`config.mk`:
```
export PLATFORM = sky130hd
export DESIGN_NAME = frame_seq_detect
export DESIGN_NICKNAME = d
export VERILOG_FILES = /design/src/rtl/frame_seq_detect.sv
export SDC_FILE = /design/constraint.sdc
export NUM_CORES = 1
export LEC_CHECK = 0
export BUFFER_PORTS_ARGS = -buffer_cell sky130_fd_sc_hd__buf_4
export CAP_MARGIN = 40
export CORE_MARGIN = 1
export CORE_UTILIZATION = 57
export DETAILED_ROUTE_END_ITERATION = 8
export GPL_ROUTABILITY_DRIVEN = 1
export PLACE_DENSITY = 0.81
export SETUP_SLACK_MARGIN = 0.15
export SYNTH_ARGS = -nofsm -noshare
export SYNTH_HDL_FRONTEND = slang
export SYNTH_SLANG_ARGS = --single-unit
```
`constraint.sdc`:
```
create_clock -name clk -period 3.2 [get_ports clk]
set_clock_uncertainty 0.2 [all_clocks]
set_input_delay 0.64 -clock clk [delete_from_list [all_inputs] [get_ports clk]]
set_output_delay 0.64 -clock clk [all_outputs]
set_load 0.005 [all_outputs]
```
`src/rtl/frame_seq_detect.sv`:
```
// -----------------------------------------------------------------------------
// frame_seq_detect
//
// Serial frame checker. Bits arrive one per data_valid cycle, MSB of the
// pattern first. Each completed frame of FRAME_LEN bits is compared against
// the active pattern, and the result is reported one clock after the last bit:
// - match: one-cycle pulse when the frame equals the active pattern.
// - not_match: one-cycle pulse when the frame differs from it.
//
// A sof arriving part-way through a frame discards that partial frame, pulses
// frame_abort, and restarts the frame with the current bit as bit 0.
//
// A new pattern can be loaded at any time through a shadow register. It only
// becomes active when the next frame starts, so a frame is never checked
// against a pattern that changed mid-frame.
//
// Optional build macro:
//   FSD_ERRCNT_EN - adds err_cnt, a saturating count of not_match pulses.
//
// Parameters:
//   FRAME_LEN  - frame length in bits (2..32).
//   PATTERN    - expected frame after reset.
//   ERR_CNT_W  - width of err_cnt.
//
// Ports:
//   clk, rst    - clock; synchronous active-high reset.
//   data        - serial data bit.
//   data_valid  - data is sampled only when this is high.
//   sof         - start of frame, qualified by data_valid.
//   pat_ld      - load request for a new pattern.
//   pat_in      - the new pattern value.
//   match       - pulse: the completed frame equals the pattern.
//   not_match   - pulse: the completed frame differs from the pattern.
//   frame_abort - pulse: a partial frame was discarded by sof.
//   err_cnt     - saturating mismatch count (FSD_ERRCNT_EN builds only).
// -----------------------------------------------------------------------------
module frame_seq_detect #(
  parameter int unsigned          FRAME_LEN = 6,
  parameter logic [FRAME_LEN-1:0] PATTERN   = 6'b011100,
  parameter int unsigned          ERR_CNT_W = 8
) (
  input  logic                 clk,
  input  logic                 rst,
  input  logic                 data,
  input  logic                 data_valid,
  input  logic                 sof,
  input  logic                 pat_ld,
  input  logic [FRAME_LEN-1:0] pat_in,
  output logic                 match,
  output logic                 not_match,
  output logic                 frame_abort
`ifdef FSD_ERRCNT_EN
  ,
  output logic [ERR_CNT_W-1:0] err_cnt
`endif
);

  localparam int unsigned          IDX_W    = (FRAME_LEN > 2) ? $clog2(FRAME_LEN) : 1;
  localparam logic [IDX_W-1:0]     LAST_IDX = IDX_W'(FRAME_LEN - 1);

  typedef enum logic [1:0] {
    IDLE,
    RUN,
    DEAD
  } state_t;

  state_t                 state_q,       state_d;
  logic [IDX_W-1:0]       idx_q,         idx_d;
  logic [FRAME_LEN-1:0]   active_pat_q,  active_pat_d;
  logic [FRAME_LEN-1:0]   shadow_pat_q,  shadow_pat_d;
  logic                   match_q,       match_d;
  logic                   not_match_q,   not_match_d;
  logic                   frame_abort_q, frame_abort_d;

  logic                   frame_start;
  logic [IDX_W-1:0]       cur_idx;
  logic [FRAME_LEN-1:0]   cmp_pat;
  logic                   frame_ok;

  always_comb begin
    state_d       = state_q;
    idx_d         = idx_q;
    active_pat_d  = active_pat_q;
    shadow_pat_d  = pat_ld ? pat_in : shadow_pat_q;
    match_d       = 1'b0;
    not_match_d   = 1'b0;
    frame_abort_d = 1'b0;
    frame_start   = 1'b0;
    cur_idx       = idx_q;
    cmp_pat       = active_pat_q;
    frame_ok      = 1'b0;

    // While IDLE, bits are ignored until the first sof.
    if (data_valid && (state_q != IDLE || sof)) begin
      frame_start   = (state_q == IDLE) || sof || (idx_q == '0);
      frame_abort_d = sof && (state_q != IDLE) && (idx_q != '0);
      if (frame_start) begin
        // Bit 0 is checked against the shadow, which becomes active for this
        // frame. A pat_ld arriving in this same cycle only reaches the shadow
        // register, so it applies to the following frame instead.
        cur_idx      = '0;
        cmp_pat      = shadow_pat_q;
        active_pat_d = shadow_pat_q;
      end
      frame_ok = (data == cmp_pat[LAST_IDX - cur_idx]) &&
                 (frame_start || state_q == RUN);
      state_d  = frame_ok ? RUN : DEAD;
      if (cur_idx == LAST_IDX) begin
        // The state is left as RUN/DEAD. Because idx returns to 0, the next
        // valid bit is treated as the first bit of a new frame.
        idx_d       = '0;
        match_d     = frame_ok;
        not_match_d = !frame_ok;
      end else begin
        idx_d = cur_idx + 1'b1;
      end
    end
  end

  always_ff @(posedge clk) begin
    if (rst) begin
      state_q       <= IDLE;
      idx_q         <= '0;
      active_pat_q  <= PATTERN;
      shadow_pat_q  <= PATTERN;
      match_q       <= 1'b0;
      not_match_q   <= 1'b0;
      frame_abort_q <= 1'b0;
    end else begin
      state_q       <= state_d;
      idx_q         <= idx_d;
      active_pat_q  <= active_pat_d;
      shadow_pat_q  <= shadow_pat_d;
      match_q       <= match_d;
      not_match_q   <= not_match_d;
      frame_abort_q <= frame_abort_d;
    end
  end

  assign match       = match_q;
  assign not_match   = not_match_q;
  assign frame_abort = frame_abort_q;

`ifdef FSD_ERRCNT_EN
  logic [ERR_CNT_W-1:0] err_cnt_q, err_cnt_d;

  function automatic logic [ERR_CNT_W-1:0] sat_inc(input logic [ERR_CNT_W-1:0] v);
    return (&v) ? v : v + 1'b1;
  endfunction

  always_comb begin
    err_cnt_d = not_match_d ? sat_inc(err_cnt_q) : err_cnt_q;
  end

  always_ff @(posedge clk) begin
    if (rst) begin
      err_cnt_q <= '0;
    end else begin
      err_cnt_q <= err_cnt_d;
    end
  end

  assign err_cnt = err_cnt_q;
`endif

endmodule

```
==> out/summary.md, run 1 <==
The standard cell core area is 1370 µm². The worst hold path terminates at active_pat_q[2]. The register area share after synthesis was 43.1%. Yosys printed 0 warnings. The register cell area after layout was 380 µm²; the required time at the worst-slack endpoint was 3200 ps.

After the first detailed-routing iteration, the DRC count stood at 26. The total number of H-tree levels is 1. The flow ran to the end, and the final reports show no timing, DRC or antenna violations. After layout, the worst path uses 70.2% of the clock period. The delay contributed by the slowest stage of the critical path was 430 ps; the setup fix buffers added after clock tree synthesis was 0. The logs give 0 for the number of max-slew violations in the final report and 95 for the synthesized instance count. After synthesis, the netlist uses 35 different library cells. Entering global routing, the biggest net connects 20 pins. The hold-critical path depth was 1. The tool flagged a number of max-cap violations equal to 0. The final routed wire length divided by cell count is 14.2 µm, and the total number of vias is 697. Sorting the synthesized cells by area gives the leading types as dfxtp_1 (43%), mux2i_1 (6.8%), nor2_1 (6.4%). The type of the most critical hold path is register to register. The longest clock path from root to sink contains 2 buffers.

The cell family with the largest share of critical-path delay is compound AO/OA/AOI/OAI gates. For this run, the total global-route usage over all layers was measured as 24.3%. Summing internal, switching and leakage power gives 456 µW.

The number of cells upsized or downsized after cts came out at 0. Clock latency on the worst-skew pair, taken at its later pin, is 290 ps. The tools report the filler-free cell count of the finished design as 124. The synthesis-to-finish area growth was 15.2%. STA classifies the critical path startpoint as an input pin. For the via count of the first global-routing pass, the log shows 617.

Dividing the synthesized area by the synthesized cell count gives 9.29 µm². The number of hold-slack violations in the final timing report is 0. In this run the most critical hold path is launched from active_pat_q[2]. 15 I/O pins were placed. The worst path needs 2250 ps of the cycle, external delays included. At the worst endpoint, the arrival time is 2250 ps. The multi-input combinational cells in the finished layout cover a total of 474 µm².

The detail-routed via count per cell works out to 5.62. The tools report the critical path endpoint category as a register. For the area of the die, the log shows 1710 µm². After detailed routing, the number of remaining DRC violations is 0.

In this run the cell area of the synthesized design comes to 882 µm². The buffers plus inverters on the worst setup path is 1, and the critical-path maximum fanout is 7. The share of Yosys cell area claimed by the top area cell type was 43.1%.

Number of buffers created by CTS: 3. After detailed placement, the design holds a cell count of 120. In this run the tightest slew margin relative to its limit is 67.0%.

The library cells used most frequently in the layout, excluding fill and tap cells, are dfxtp_1 (19), nor2_1 (15), buf_4 (14). For this configuration, the core starts out at a cell density of 64.6%. In this run the remaining antenna-violating nets after routing total 0. At the end of routability-driven placement, the weighted congestion stood at 0.960.

The net count of the finished layout is 123. From left edge to right edge, the die measures 41.3 µm. Clock tree root driver cell: clkbuf_4.

The worst-case IR drop observed on VDD is 0.304 mV. The cell area power density was 449 nW/µm²; the vertical die dimension was 41.3 µm. The highest clock rate was 0.445 GHz; the post-synth net total was 108. Hold buffer count at cts: 0. dfxtp_1 takes more of the synthesized area than any other cell. The logs give 0 for the total global routing overflow and 0 ps for the final setup TNS.

After clock tree synthesis, the clock-pin slew on the worst setup and hold paths is 100 ps. Setup violations remaining at the end of the flow were counted as 0. The count of standard-cell rows is 13, and the half-perimeter wire length after placement is 1.24 mm. Leaving out fill and tap cells, the most frequent cell in the layout is dfxtp_1. At the pin with the least slew margin, the transition time is 491 ps.

For this run, the share of the core covered by cells in the final layout is 74.4%. TritonCTS built the clock tree. The number of clock sinks is 19, and the fraction of final layout cells with drive strength greater than 1 is 28.4%. Input and output buffers added on the ports amount to 14. The cell with the biggest individual delay on the critical path is mux2i_1. The initial antenna violation count was 0. The layout has 108 filler cells.

The first global-routing pass estimated 2.62 mm of wire. The static leakage power came out at 0.000452 µW. Setup slack on the worst flop-to-flop path: 990 ps. After synthesis the netlist holds a flip-flop and latch count of 19. Setup repair after global routing left no endpoint under its margin. The critical path class was input pin to register. The number of antenna diodes in the final layout is 0. Count of TritonRoute iterations in the first routing pass: 4. The total detailed-routing wirelength came out at 1.76 mm. In this run the critical register-to-register path is launched from idx_q[1]. The capture point of the worst reg-to-reg path is not_match. Counting cells, the worst reg-to-reg path comes to 5.

Traced cell by cell, the critical path runs through buf_4 -> o21ba_2 -> a31o_2 -> a2111oi_2 -> mux2i_1 -> and2b_2.
## synthesized netlist by cell type
cell,number
a2111oi_2,1
a211o_1,6
a211oi_1,1
a211oi_2,1
a21oi_1,2
a22o_1,1
a31o_2,1
and2_1,1
and2_2,2
and2b_2,1
and3_1,1
buf_1,1
clkbuf_1,2
clkbuf_2,1
dfxtp_1,19
ha_1,1
inv_1,3
mux2_2,2
mux2i_1,6
nand2_1,1
nand2b_1,2
nand3_1,2
nand3b_1,1
nor2_1,15
nor2b_1,4
nor3_1,4
nor3b_1,1
nor4_1,2
o21a_1,1
o21ai_0,2
o21ai_2,1
o21ba_2,1
o22ai_1,1
or2_2,2
or2b_2,2
## worst reg2reg max path: cells and delay by family (launching register included)
| kind | cells | cell delay [ps] |
|---|---|---|
| flip-flops | 1 | 480 |
| multiplexers | 1 | 430 |
| AND/OR/NAND/NOR | 2 | 370 |
| AO/OA/AOI/OAI | 2 | 640 |
## sequential cells by signal, summed over array words and instances, names as in the netlist
name / count
match: 1
shadow_pat_q: 6
active_pat_q: 5
frame_abort: 1
state_q: 2
idx_q: 3
not_match: 1
## per-stage QoR
step | area [µm²] | setup slack (ps) | hold WS, ps
after global placement | 990 | 765 | 238
after CTS | 1020 | 982 | 276
after floorplan | 882 | 952 | 230
after global routing | 1020 | 933 | 299
final | 1020 | 953 | 271
after detailed placement | 990 | 662 | 252
## where the power goes
part           total [µW]  switching, µW  internal [µW]  leakage (µW)
clock network         118           69.0           48.5     0.0000150
registers             261           11.2            250      0.000156
logic                77.5           38.5           39.0      0.000281
total                 456            119            338      0.000452
## worst max path at each step
stage	from	end	cells past startpoint
after floorplan	sof	not_match	5
after global placement	sof	not_match	6
after detailed placement	sof	not_match	6
after CTS	sof	not_match	6
after global routing	idx_q[1]	not_match	5
final	sof	not_match	6
## metal layers
layer,GRT usage (%),share of wire [%],vias up
met3,10.6,6.0,2
met4,9.68,0.97,0
met5,0,0,-
met1,29.8,47,309
met2,37.1,46,24
li1,-,-,362
## cell families (layout without fill, tap and decap cells)
logic type / after synthesis / count (layout) / synth area share (%)
AND/OR/NAND/NOR: 41 / 41 / 25.1
flip-flops: 19 / 19 / 43.1
adder cells (fa/ha/maj): 1 / 1 / 1.42
AO/OA/AOI/OAI: 19 / 19 / 17.9
multiplexers: 8 / 8 / 9.36
buffers and inverters: 7 / 21 / 3.12
## layout make-up
class                      count  share of cell area (%)
multi-input combinational     69                    46.7
tap                           15                    1.85
inverter                       3                    1.11
clock buffer                   4                    2.59
timing repair buffer          14                    10.3
sequential                    19                    37.4
No activity file was read; power rests on OpenSTA's default activity.
==> inputs of run 2 (changes only) <==
--- a/config.mk
+++ b/config.mk
@@ -8,10 +8,10 @@
 export BUFFER_PORTS_ARGS = -buffer_cell sky130_fd_sc_hd__buf_4
 export CAP_MARGIN = 40
 export CORE_MARGIN = 1
-export CORE_UTILIZATION = 57
+export CORE_UTILIZATION = 47
 export DETAILED_ROUTE_END_ITERATION = 8
 export GPL_ROUTABILITY_DRIVEN = 1
-export PLACE_DENSITY = 0.81
+export PLACE_DENSITY = 0.71
 export SETUP_SLACK_MARGIN = 0.15
 export SYNTH_ARGS = -nofsm -noshare
 export SYNTH_HDL_FRONTEND = slang
==> constraint.sdc (replaced) <==
create_clock -name clk -period 2 [get_ports clk]
set_clock_uncertainty 0.2 [all_clocks]
set_input_delay 0.4 -clock clk [delete_from_list [all_inputs] [get_ports clk]]
set_output_delay 0.4 -clock clk [all_outputs]
set_load 0.005 [all_outputs]
==> out/summary.md, run 2 (synthesized netlist as in run 1, its figures left out) <==
The flow ran to the end, and the final reports show no timing, DRC or antenna violations. The number of antenna diodes in the final layout is 0. The worst hold path belongs to the class input pin to register. Cells fill 68.2% of the core in the end. For the worst-skew pair, the clock arrives at the later sink with an insertion delay of 310 ps.

For this block, the initial DRC count from the detailed router was 15. Before antenna repair, the detailed router went through 4 iterations. The worst-case reg-to-reg path depth is 5, and the buffer depth of the longest clock path is 2. The launching element of the worst setup path is state_q[0]. Setup violations remaining at the end of the flow were counted as 0. The clock edge transition at the registers on the reported setup and hold paths came out at 120 ps. Dividing the detail-routed via count by the number of cells gives 5.38.

The tools report the final routed DRC violation total as 0. Critical path class: register to register. The normalized max-slew margin came out at 76.3%. The largest registers in the layout are shadow_pat_q x6, active_pat_q x5, idx_q x3. The core region is 1750 µm². The combined global-route utilization of all metal layers was 21.9%. The top cell types in the final layout, fill and taps aside, are buf_4 (22), dfxtp_1 (15), nor2_1 (14).

The logs give 100 ps for the setup slack on the worst flop-to-flop path and 0 for the antenna violation net count after detailed routing. In the final layout, the share of cells above drive strength 1 is 44.1%. In the final routed layout, each cell accounts on average for 13.8 µm. The worst hold path passes through 2 cells. The largest register by flop count was shadow_pat_q. Across the run, the number of max-cap violations was 0. TritonCTS built the clock tree.

In this run the clock root is driven by a clkbuf_4. The floorplan step set the die width to 45.3 µm. Of all nets on the critical path, the largest fanout is 5.

The count of standard-cell rows was 15; the total number of H-tree levels was 1. For the number of hold-slack violations in the final timing report, the log shows 0. The number of clock sinks is 19. Summed over all nets, the half-perimeter wirelength after detailed placement is 1.23 mm. The tools report the via count of the first global-routing pass as 719.

For the filler-free cell count of the finished design, the log shows 143. The startpoint of the most critical register-to-register path is state_q[0]. The net count of the finished layout is 132.

The cell area power density was 667 nW/µm². Wires add up to 1.97 mm. The initial antenna violation count was 0; the total global routing overflow was 0. The endpoint identified for the worst register-to-register timing path is not_match. The run gives 136 as the placed instance count.

The register with the most flip-flops in the layout has 6 of them. The run gives 20 as the largest net degree at the start of global routing. The first global-routing pass estimated 3.17 mm of wire. STA puts the critical path data arrival time at 1910 ps.

For this design the static power due to leakage is 0.000516 µW. For this configuration, the core starts out at a cell density of 50.5%. The number of max-slew violations in the final report is 0.

STA classifies the critical path endpoint as a register. From synthesis to final layout, the design area changed by 35.0%. Setup repair after global routing could not meet its margin everywhere. Routability-driven placement finished with a final weighted congestion of 0.742. The routed design could run at a clock period as short as 1900 ps.

For this run, the top clock speed supported by timing is 0.526 GHz. Measured along the y axis, the die boundary spans 45.3 µm. Buffers placed on the I/O ports in this run total 14.

Leaving out fill and tap cells, the most frequent cell in the layout is buf_4. The startpoint type of the worst setup path was a register. Detailed routing inserted a total of 769 vias. The die covers 2050 µm².

The worst path uses 95.1% of the clock period. The number of ports placed on the die boundary is 15. The logs give 3 for the number of buffers created by CTS and 2010 ps for the required time at the worst-slack endpoint. The hold buffer count at cts is 0, and the pin slew with the least headroom to its limit is 352 ps. The path with the worst hold slack has its endpoint at shadow_pat_q[4]. The maximum resistive drop on vdd came out at 0.569 mV. The worst hold path begins at pat_in[4].
## run 2: cell types whose count changed in the layout (fill, tap and decap cells not counted), sizes merged
cell | previous run | this run
clkbuf | 4 | 3
clkinv | 0 | 1
buf | 14 | 23
## run 2: metrics by stage
| stage | area, µm² | TNS [ps] | setup WS (ps) | total power, µW | hold slack (ps) |
|---|---|---|---|---|---|
| after global placement | 1090 | 0 | 50.8 | 571 | 241 |
| after global routing | 1190 | 0 | 33.8 | 835 | 72.6 |
| after detailed placement | 1090 | -0.806 | -0.806 | 575 | 255 |
| after floorplan | 933 | 0 | 109 | 524 | 230 |
| after CTS | 1150 | 0 | 94.1 | 777 | 91.2 |
| final | 1190 | 0 | 97.3 | 795 | 88.3 |
## run 2: worst max path at each step
stage                            to  slack [ps]  depth (start not counted)
after floorplan           not_match         110                          5
after global placement    not_match          50                          6
after detailed placement  not_match        -0.8                          6
after CTS                 not_match          90                          5
after global routing      not_match          30                          5
final                     not_match         100                          5
## run 2: area by class of cell
cell class	count	area [µm²]
Timing Repair Buffer	23	176
Multi-Input combinational cell	69	557
Fill cell	151	554
Tap cell	25	31.3
Clock inverter	1	5.00
Clock buffer	3	22.5
Inverter	3	11.3
Sequential cell	19	388
## run 2: power by group
group          total [µW]  switching, µW  internal [µW]  leakage, µW
logic                 175           79.8           95.3     0.000340
registers             420           18.9            401     0.000158
clock network         199            125           74.8    0.0000177
total                 795            223            572     0.000516
## run 2: critical path, cell delays in order (launching register included)
cell	delay, ps
dfxtp_2	340
o21ba_4	240
and3_4	180
a2111oi_4	300
mux2i_2	300
and2b_2	240
## run 2: metal layers
layer  routed length, µm  part of all wire (%)  GRT usage, %  vias to the layer above
li1                    -                     -             -                      381
met1                 893                    45          29.0                      375
met2                 992                    50          33.9                       11
met3                  74                   3.7          8.40                        2
met4                  14                  0.71          4.85                        0
met5                   0                     0             0                        -
## run 2: timing repair
item                                    in CTS  in global routing
buffers inserted                             3                  0
resized for setup                            5                 10
endpoints found under the setup margin       3                 10
pin swaps                                    4                  3
==> inputs of run 3 (changes only) <==
--- a/config.mk
+++ b/config.mk
@@ -5,13 +5,14 @@
 export SDC_FILE = /design/constraint.sdc
 export NUM_CORES = 1
 export LEC_CHECK = 0
+export ABC_AREA = 1
 export BUFFER_PORTS_ARGS = -buffer_cell sky130_fd_sc_hd__buf_4
 export CAP_MARGIN = 40
 export CORE_MARGIN = 1
-export CORE_UTILIZATION = 47
+export CORE_UTILIZATION = 48
 export DETAILED_ROUTE_END_ITERATION = 8
 export GPL_ROUTABILITY_DRIVEN = 1
-export PLACE_DENSITY = 0.71
+export PLACE_DENSITY = 0.72
 export SETUP_SLACK_MARGIN = 0.15
 export SYNTH_ARGS = -nofsm -noshare
 export SYNTH_HDL_FRONTEND = slang
==> out/summary.md, run 3 <==
The flow ran to the end, and the final reports show no timing, DRC or antenna violations. In this run, the number of DRC markers left after iteration 0 of detailed routing was 39. In the layout the commonest cells are nand2_1 (26), buf_4 (20), inv_1 (17).

The vertical die dimension works out to 46.6 µm. The final-layout fill cell count was 167. The per-instance average area after synthesis is 7.39 µm². Sorting the synthesized cells by area gives the leading types as dfxtp_1 (42%), nand2_1 (11%), nand3_1 (6.8%). Across the run, the number of max-cap violations was 0. The floorplan die width was 46.6 µm; the combined area of all synthesized cells was 953 µm². Of the post-synthesis cell area, the dominant cell type holds 42.0%.

The most common cell after layout, fill and taps aside was nand2_1. For this block, the via count after detailed routing is 936. Registers take 412 µm². Prior to clock tree synthesis, the placed netlist has a worst setup slack of 177 ps.

Entering global routing, the biggest net connects 12 pins. The logs give 23 for the unique cell type count in the Yosys netlist and 42.0% for the register area share after synthesis. The final routed DRC violation total came out at 0. The number of hold-slack violations in the final timing report was 0; the pin slew with the least headroom to its limit was 364 ps. The initial antenna violation count was 0; the via count of the first global-routing pass was 754. Among all flip-flop cells after synthesis, the most frequent one is dfxtp_1. In the final routed layout, each cell accounts on average for 12.9 µm. Per report_power, the clock group accounts for 27.2% of the total. The tightest min-delay check is of the input pin to register type. Summed over all nets, the switching power comes to 252 µW. The cell with the biggest individual delay on the critical path was dfxtp_4. The tools report the total number of H-tree levels as 1. For the worst setup path, the data arrival time is 1770 ps. The final layout contains routed wiring with a total length of 2.27 mm. In the global route stage, overall resource usage came out at 21.5%.

Of the cells placed in the final design, the portion with a size suffix greater than 1 is 29.1%. The analysis attributes to cell leakage a power of 0.000577 µW. The run gives 0 as the hold buffer count at cts. Once the floorplan was initialized, standard cells occupied 52.9% of the core. Clock tree synthesis inserted a total of 3 buffers.

The internal power of the cells totals 612 µW. At the end of the flow, the number of nets in the layout was 165. For this run the aggregate overflow at the end of global routing stands at 0. At the end of routability-driven placement, the weighted congestion stood at 0.839. Detailed placement ended at an HPWL of 1.60 mm. Highest clock rate: 0.583 GHz. Cells fill 65.9% of the core in the end. Maximum resistive drop on vdd: 0.417 mV.

The cell area power density works out to 727 nW/µm². The tools report the startpoint type of the worst setup path as a register. In this run the clock root is driven by a clkbuf_4.

Dividing the final minimum period by the clock period gives 85.8%. The post-synth net total is 142. Traced cell by cell, the critical path runs through nor2_4 -> nor2_8 -> nand2_2 -> nor2_2 -> inv_2 -> o21ai_0 -> inv_1 -> nand2_1 -> nand2_1 -> nand2_1 -> nand2_2 -> nand2_2 -> nand4_1 -> inv_1. The clock latency on the worst-skew pair was 300 ps; the number of max-slew violations in the final report was 0. The number of buffers inserted by port buffering works out to 14. The area of the die is 2170 µm². Counting I/O delays and the setup requirement, the final critical path takes 1720 ps. The number of warnings reported in the yosys synthesis log is 0.

For the count of standard-cell rows, the log shows 15. Ranked by instance count, the synthesized netlist is headed by nand2_1 (27), dfxtp_1 (20), inv_1 (17). Summing all multi-input logic gate instances after layout gives 490 µm². For the sequential share of power, the log shows 52.3%.

The count of nets left with antenna violations once routing finished came out at 0. Clock-pin slew was measured on the worst setup and hold paths at 110 ps. The setup slack of the critical path after layout was 284 ps. The largest registers in the layout are active_pat_q x6, shadow_pat_q x6, idx_q x3.

The standard cell core area came out at 1800 µm². The first global-routing pass estimated 3.26 mm of wire. Setup repair after global routing left no endpoint under its margin. The final setup TNS is 0 ps, and the delay contributed by the slowest stage of the critical path is 390 ps. In this run switching power makes up 29.2% of total power. The share of total power dissipated in combinational logic is 20.5%. Along the worst path, the maximum fanout reaches 9.

In the routed layout, each cell is associated on average with a via count of 5.32. In the post-synthesis netlist, the cell with the most instances is nand2_1. STA classifies the critical path endpoint as a register. The fraction of registers with async set or reset after synthesis was 0%.

Count of TritonRoute iterations in the first routing pass: 4. For the number of clock sinks, the log shows 20. The synthesis-to-finish area growth was 24.5%; the normalized max-slew margin was 75.7%. TritonCTS built the clock tree. The clock passes through at most 2 buffers. Final hold analysis gives a worst-case slack of 85.5 ps.

STA puts the critical path data required time at 2060 ps. The synthesized design spends more area on one cell type than any other, namely dfxtp_1. 15 I/O pins were placed. Counting flops with a built-in enable in the synthesized netlist gives 0.

Critical path class: register to register. The logs give 129 for the synthesized instance count and 0 for the count of antenna diodes in the layout. Setup violations remaining at the end of the flow were counted as 0.

Synthesis inferred 20 register bits.
run 3: through the flow:
stage	std cells	area (µm²)	total power, µW
detailed placement	169	1100	609
floorplan	129	953	557
global placement	169	1100	605
CTS	173	1130	843
finish	176	1190	863
global route	176	1190	907
run 3: final cells by class:
| type | instances | share of cell area, % |
|---|---|---|
| multi-input cells | 89 | 41.3 |
| flip-flops and latches | 20 | 34.7 |
| repair buffers | 20 | 12.6 |
| inverters | 18 | 5.69 |
| clock buffers | 4 | 3.06 |
| well taps | 25 | 2.63 |
run 3: critical path, delay by kind of cell (launching register included):
family | cells | cell delay, ps
flops | 1 | 390
simple gates | 10 | 840
buf+inv | 3 | 170
compound gates | 1 | 60
run 3: worst paths after layout:
check | to | depth (start not counted) | slack, ps | from
worst max-delay path | not_match | 14 | 280 | state_q[1]
worst min-delay path | state_q[0] | 2 | 90 | rst
worst max register to register | not_match | 14 | 280 | state_q[1]
worst min register to register | active_pat_q[4] | 2 | 280 | shadow_pat_q[4]
run 3: what timing repair did:
action | in CTS | in global routing
setup endpoints to repair | 0 | 5
resized for setup | 0 | 12
setup buffers | 0 | 3
run 3: power by group through the flow:
stage / clock network, µW / logic [µW] / registers (µW)
after CTS: 241 / 153 / 449
after global routing: 259 / 195 / 453
final: 235 / 177 / 451
after global placement: 0 / 148 / 457
after floorplan: 0 / 106 / 451
after detailed placement: 0 / 152 / 457
run 3: cells by family (layout without fill, tap and decap cells):
logic type                 after synthesis  in the layout  share of synthesized area [%]
adders and majority gates                1              1                           1.31
buffers and inverters                   20             42                           8.66
DFF                                     20             20                           42.0
and+or+nand+nor                         64             64                           32.8
xor gates and xnor gates                 1              1                          0.919
AOI/OAI and AO/OA                       23             23                           14.3
run 3: metal layers:
layer  global-route usage (%)  vias up  routed length (µm)
li1                         -      468                   -
met3                     3.53        7                 104
met5                        0        -                   0
met2                     35.0       29                1100
met1                     27.8      432                1030
met4                     8.82        0                  38
